File: config.mk
export PLATFORM = sky130hd
export DESIGN_NAME = vga_text_bitgen
export DESIGN_NICKNAME = d
export VERILOG_FILES = /design/src/rtl/vga_text_bitgen.sv
export SDC_FILE = /design/constraint.sdc
export NUM_CORES = 1
export LEC_CHECK = 0
export ABC_AREA = 1
export CAP_MARGIN = 20
export CELL_PAD_IN_SITES_DETAIL_PLACEMENT = 0
export CELL_PAD_IN_SITES_GLOBAL_PLACEMENT = 2
export CORE_MARGIN = 1
export CORE_UTILIZATION = 33
export DETAILED_ROUTE_END_ITERATION = 16
export PLACE_DENSITY = 0.88
export SYNTH_ARGS = -nofsm -noshare
export SYNTH_HDL_FRONTEND = slang
export SYNTH_SLANG_ARGS = --single-unit
File: constraint.sdc
create_clock -name clock -period 3.45 [get_ports clock]
set_clock_uncertainty 0.2 [all_clocks]
set_input_delay 0.69 -clock clock [delete_from_list [all_inputs] [get_ports clock]]
set_output_delay 0.69 -clock clock [all_outputs]
set_load 0.1 [all_outputs]
File: src/rtl/vga_text_bitgen.sv
`default_nettype none
// ============================================================================
// Module   : vga_text_bitgen
// Brief    : 80x60 text-mode pixel generator with blink attribute and cursor.
// Revision : 1.0 - initial release
// ============================================================================
module vga_text_bitgen #(
    parameter int         COLS         = 80,
    parameter int         ROWS         = 60,
    parameter logic [7:0] FG           = 8'hFF,
    parameter logic [7:0] BG           = 8'h00,
    parameter int         BLINK_FRAMES = 30
) (
    input  logic        clock,
    input  logic        clear,
    input  logic [9:0]  hCount,
    input  logic [9:0]  vCount,
    input  logic        bright,
    input  logic        hSync,
    input  logic        vSync,
    output logic [12:0] mapAddr,
    input  logic [7:0]  mapData,
    output logic [9:0]  glyphAddr,
    input  logic [7:0]  glyphData,
    input  logic        cursorEn,
    input  logic [6:0]  cursorCol,
    input  logic [5:0]  cursorRow,
    output logic [7:0]  rgb,
    output logic        hSyncOut,
    output logic        vSyncOut,
    output logic        brightOut
);

    localparam int             c_FCW        = (BLINK_FRAMES > 1) ? $clog2(BLINK_FRAMES) : 1;
    localparam logic [c_FCW-1:0] c_FRAME_LAST = c_FCW'(BLINK_FRAMES - 1);
    localparam logic [6:0]     c_COLS       = 7'(COLS);
    localparam logic [6:0]     c_ROWS       = 7'(ROWS);

    logic [6:0]  w_col;
    logic [6:0]  w_row;
    logic [12:0] w_tile_base;
    logic [12:0] w_addr;
    logic        w_in_range;
    logic        w_pix;
    logic        w_vs_fall;

    logic [12:0] r_mapAddr;
    logic [9:0]  r_glyphAddr;
    logic [2:0]  r_xoff1, r_xoff2, r_xoff3, r_xoff4;
    logic [2:0]  r_vrow1, r_vrow2;
    logic [6:0]  r_col1, r_col2;
    logic [6:0]  r_row1, r_row2;
    logic        r_blink3, r_blink4;
    logic        r_cursor3, r_cursor4;
    logic [3:0]  r_hs_dly;
    logic [3:0]  r_vs_dly;
    logic [3:0]  r_br_dly;

    logic              r_vs_prev;
    logic [c_FCW-1:0]  r_frameCnt;
    logic              r_blinkPhase;

    assign w_col      = hCount[9:3];
    assign w_row      = vCount[9:3];
    assign w_in_range = (w_col < c_COLS) && (w_row < c_ROWS);

    generate
        if (COLS == 80) begin : g_mul80
            assign w_tile_base = ({6'b0, w_row} << 6) + ({6'b0, w_row} << 4);
        end else begin : g_mulgen
            assign w_tile_base = 13'(int'(w_row) * COLS);
        end
    endgenerate

    assign w_addr = w_tile_base + {6'b0, w_col};

    // Fetch pipeline: map address, map data -> glyph address, glyph data -> pixel.
    always_ff @(posedge clock or negedge clear) begin
        if (!clear) begin
            r_mapAddr   <= '0;
            r_glyphAddr <= '0;
            r_xoff1     <= '0;
            r_xoff2     <= '0;
            r_xoff3     <= '0;
            r_xoff4     <= '0;
            r_vrow1     <= '0;
            r_vrow2     <= '0;
            r_col1      <= '0;
            r_col2      <= '0;
            r_row1      <= '0;
            r_row2      <= '0;
            r_blink3    <= 1'b0;
            r_blink4    <= 1'b0;
            r_cursor3   <= 1'b0;
            r_cursor4   <= 1'b0;
            r_hs_dly    <= '1;
            r_vs_dly    <= '1;
            r_br_dly    <= '0;
        end else begin
            if (bright && w_in_range) begin
                r_mapAddr <= w_addr;
            end
            r_xoff1     <= hCount[2:0];
            r_vrow1     <= vCount[2:0];
            r_col1      <= w_col;
            r_row1      <= w_row;

            r_xoff2     <= r_xoff1;
            r_vrow2     <= r_vrow1;
            r_col2      <= r_col1;
            r_row2      <= r_row1;

            r_glyphAddr <= {mapData[6:0], r_vrow2};
            r_blink3    <= mapData[7];
            r_cursor3   <= cursorEn && (r_col2 == cursorCol) && (r_row2 == {1'b0, cursorRow});
            r_xoff3     <= r_xoff2;

            r_blink4    <= r_blink3;
            r_cursor4   <= r_cursor3;
            r_xoff4     <= r_xoff3;

            r_hs_dly    <= {r_hs_dly[2:0], hSync};
            r_vs_dly    <= {r_vs_dly[2:0], vSync};
            r_br_dly    <= {r_br_dly[2:0], bright};
        end
    end

    // Frame counter advances on each vSync falling edge; wrap toggles the blink phase.
    assign w_vs_fall = r_vs_prev && !vSync;

    always_ff @(posedge clock or negedge clear) begin
        if (!clear) begin
            r_vs_prev    <= 1'b1;
            r_frameCnt   <= '0;
            r_blinkPhase <= 1'b0;
        end else begin
            r_vs_prev <= vSync;
            if (w_vs_fall) begin
                if (r_frameCnt == c_FRAME_LAST) begin
                    r_frameCnt   <= '0;
                    r_blinkPhase <= ~r_blinkPhase;
                end else begin
                    r_frameCnt <= r_frameCnt + c_FCW'(1);
                end
            end
        end
    end

    // Glyph data arrives in the same cycle as the stage-4 controls, so colour is resolved here.
    always_comb begin
        w_pix = glyphData[3'd7 - r_xoff4];
        if (r_blink4 && r_blinkPhase) begin
            w_pix = 1'b0;
        end
        if (r_cursor4 && !r_blinkPhase) begin
            w_pix = ~w_pix;
        end
    end

    assign rgb       = r_br_dly[3] ? (w_pix ? FG : BG) : 8'h00;
    assign mapAddr   = r_mapAddr;
    assign glyphAddr = r_glyphAddr;
    assign hSyncOut  = r_hs_dly[3];
    assign vSyncOut  = r_vs_dly[3];
    assign brightOut = r_br_dly[3];

endmodule
`default_nettype wire

**After elaboration in Yosys (flattened, before gate mapping)**

Cells that the tools add are included.
W data, S select, Z words.

- $add $sub $neg: 4
- Muxes and demuxes: 7
- Reduce and logical (&&, ||, !) cells: 10
- Magnitude comparators: 3
- Bitwise operators: 2
- Equal/unequal tests: 3

Operators with widths:

| kind | number |
|---|---|
| $mux W8 | 2 |
| $add A13 B11 Y13 | 1 |
| $add A13 B7 Y13 | 1 |
| $eq A7 B6 Y1 | 1 |
| $eq A7 B7 Y1 | 1 |
| $logic_and A1 B1 Y1 | 7 |
| $lt A7 B6 Y1 const B | 1 |
| $lt A7 B7 Y1 const B | 1 |
| $add A5 B1 Y5 const B | 1 |
| $eq A5 B5 Y1 const B | 1 |
| $mux W5 | 1 |
| $lt A3 B4 Y1 const B | 1 |
| $bmux W1 S3 | 1 |
| $mux W1 | 3 |
| $sub A3 B3 Y3 const A | 1 |
| $logic_not A1 Y1 | 2 |
| $not A1 Y1 | 2 |
| $reduce_and A2 Y1 | 1 |

- Word-level logic and storage cells: 51
- Bits of input ports: 55
- Register bits after elaboration: 92
- Output and inout port bits: 34

**Longest topological paths before layout**

- Word-level depth: 8
- Depth in mapped cells: 11
- Depth with buffers taken out: 11

**Worst setup path after synthesis**

No wires, ideal clock.

- Kind: input to output
- Start: input glyphData[0]
- End: output rgb[1]
- Buffers on the path: 1
- Stages on the path: 10
- Data required time: 2.560 ns
- Slack: -0.537 ns
- Data arrival time: 3.097 ns
- Path through: inv_1 > nand2_1 > nand3_1 > nand2_1 > nand2_1 > nand2_1 > nand2_1 > nand2_1 > nor2_1 > buf_4

- Cells in the longest elaborated chain, start to end: 7

Ends and longest elaborated chain:

| element | RTL line | source |
|---|---|---|
| from (decl) | 24 | `input logic [7:0] glyphData,` |
| $bmux W1 S3 (*) | 151 | `w_pix = glyphData[3'd7 - r_xoff4];` |
| $mux W1 (implied by the code) (*) | 151 |  |
| $mux W1 (*) | 152 | `if (r_blink4 && r_blinkPhase) begin` |
| $not A1 Y1 | 156 | `w_pix = ~w_pix;` |
| $mux W1 (*) | 155 | `if (r_cursor4 && !r_blinkPhase) begin` |
| $mux W8 (*) (2 in a row) | 160 | `assign rgb = r_br_dly[3] ? (w_pix ? FG : BG) : 8'h00;` |
| to (decl) | 28 | `output logic [7:0] rgb,` |

Every way passes the cells marked *; elsewhere a longest branch is shown, timed or not. The select of a mux whose other input is x is not followed.

**Final worst setup path**

- Start: input glyphData[0]
- End: output rgb[4]

Same word-level chain as after synthesis.

==> out/results.txt <==
outcome: finished clean
Core ar.: 9910 µm²
Die Ht: 104 µm
syn_area_per_cell: 11.5 µm²
number of antenna diodes: 0
Iteration-0 DRC Markers: 82
grt total ovfl: 0
CP Buf/Inv Count: 5
Synth cell types: 28
Peak VDD IR: 0.395 mV
largest net degree at the start of global routing: 56
cell with the most instances after synthesis: dfrtp_1
gr usage total: 12.9%
Synth area leaders: dfrtp_1, nand2_1, dfstp_2
1st-pass router iterations: 6
Post-CTS Setup Bufs: 0
area leader, netlist: dfrtp_1
gpl congestion: 0.791
Setup-failing EPs final: 0
max-cap viol count: 0
Row Count: 36
number of flops mapped to enable cells by yosys: 0
initial antenna violation count: 0
hold crit path type: register to register
critical path's slowest cell: clkdlybuf4s50_1
Clock Pin Slew Worst Setup and Hold Paths: 90 ps
chip width: 104 µm
final WL: 6240 µm
WL per Instance: 11.8 µm
Yosys reg bits: 91
Root Driver: clkbuf_8
YS warnings: 0
Finished Core Util: 47.0%
max_slew headroom: 53.4%
Ports: 89
max incr delay on CP: 460 ps
fin crit period: 3010 ps
WP data arrival: 2120 ps
vias in the first global route: 2288
die area: 10800 µm²
Hold Path Origin: r_br_dly[0]
post-synth top area share: 60.9%
CTS Buffer Depth: 2
leakage: 2.27 nW
Worst EP required: 2560 ps
first-pass GRT wire length: 10700 µm
share of layout cells above drive strength 1: 17.0%
Hold EP: r_br_dly[1]
Levels on crit path: 11
Crit path top cell by count: nand3_1
CTS resizes: 0
Setup crit start kind: primary input
TritonCTS Buffers: 9
number of port buffers: 88
cts hold-fix bufs: 0
PwrDens: 615 nW/µm²
post-synthesis sequential area ratio: 67.0%
clk sinks: 91
via count: 2228
CTS tree: built
Post-Syn Nets: 369
Post-synth top cells: dfrtp_1, nand2_1, inv_1
Crit Path Class: primary input to output port
final net count: 462
fraction of registers with async set/reset: 100%
r2r setup slk: 1980 ps
CP Max Fanout: 8
part of the cycle the worst path needs: 87.3%
r2r worst-path depth: 5
H-tree levels: 3
detailed placement HPWL: 4590 µm
Max Transition Viols Final: 0
Synth Flop Type: dfrtp_1
Hold Vio Cnt, Final: 0
capturing point of the worst reg2reg path: r_blinkPhase
Crit. Startpoint: glyphData[0]
setup tns final: 0 ps
Worst Hold Path Cells: 0
worst slew pin tran: 699 ps
antenna viol nets, final: 0
worst-path cell chain: clkdlybuf4s50_1 -> inv_1 -> nand2_1 -> nand3_1 -> nand3_1 -> nand3_1 -> nand2_1 -> inv_1 -> nor2_2 -> buf_4 -> buf_12
fill count: 953
cell family with most CP delay: buffers and inverters
Post-Syn Area: 3410 µm²
area growth from synthesis to layout: 36.5%
reg-to-reg critical path startpoint: r_vs_dly[0]
CP endpoint kind: output port
Initial Util: 34.4%
Worst-Skew Late Latency: 360 ps
f_max: 332 MHz
DRC viols: 0
post-synthesis cell count: 297
RSZ-0062 raised after global routing: false
Vias/cell: 4.22
## cells by family (layout without fill, tap and decap cells)
family / after synthesis / after routing / share of synthesized area [%]
compound gates: 26 / 26 / 4.47
fa+ha+maj: 17 / 17 / 6.67
flops: 91 / 91 / 67.0
simple gates: 107 / 107 / 13.3
buf+inv: 48 / 146 / 6.49
xor+xnor: 8 / 8 / 2.05
## cell type report
type	count	area, µm²	share of cell area, %
Sequential cell	91	2290	49.1
Timing Repair Buffer	91	928	19.9
Multi-Input combinational cell	158	907	19.5
Tap cell	133	166	3.57
Inverter	39	146	3.14
Clock buffer	9	124	2.66
Clock inverter	7	101	2.17
## registers in the layout, summed over array words and instances (netlist names), 5 cells and up
| signal | cells |
|---|---|
| r_row2 | 7 |
| r_row1 | 7 |
| r_col1 | 7 |
| mapAddr | 13 |
| r_col2 | 7 |
| glyphAddr | 10 |
| r_frameCnt | 5 |
## metrics by stage
step	area (µm²)	power (W)	std cells	hold slack [ps]	worst slack (ps)
detailed placement	4440	0.00210	512	135	348
global route	4660	0.00301	528	162	271
finish	4660	0.00287	528	150	439
CTS	4660	0.00290	528	155	411
floorplan	3420	0.00184	297	131	54.2
global placement	4440	0.00209	512	133	371
## report_power, final
part	internal, W	total [W]	switching [W]
registers	0.00117	0.00123	0.0000603
clock network	0.000414	0.000798	0.000384
logic	0.000247	0.000835	0.000588
total	0.00184	0.00287	0.00103
## placed cells by master (no fill, tap or decap), types with 2 or more instances in the layout
cell and instances:
bufinv_16 2, clkinv_4 2, buf_4 29, o22ai_1 4, nand4_1 4, xor2_1 2
ha_1 15, xnor2_1 6, o21a_1 2, inv_1 38, nor2_2 2, nand3_1 17
nand3b_1 2, nor2_1 10, a21oi_1 6, buf_12 9, nand2_1 69, fa_1 2
dfstp_2 8, o21ai_0 9, clkdlybuf4s50_1 53, dfrtp_1 83, clkbuf_8 9
## worst register-to-register path, cell delays in order (launching register included)
cell and delay [ps]:
dfstp_2 540, inv_1 60, nor2_4 130, inv_1 100
nor2_1 230, xor2_1 160
## metal layers
| layer | share of wire (%) | track usage, % |
|---|---|---|
| met1 | 47 | 16.5 |
| met5 | 0 | 0 |
| met4 | 1.2 | 5.51 |
| met2 | 45 | 19.7 |
| met3 | 6.5 | 4.66 |
## worst max path at each step
| stage | to |
|---|---|
| 6_report | rgb[4] |
| 5_1_grt | rgb[4] |
| 4_1_cts | rgb[4] |
| 3_5_place_dp | mapAddr[9] |
| 3_3_place_gp | mapAddr[9] |
| 2_1_floorplan | rgb[1] |
Power figures use the tool's default switching activity.
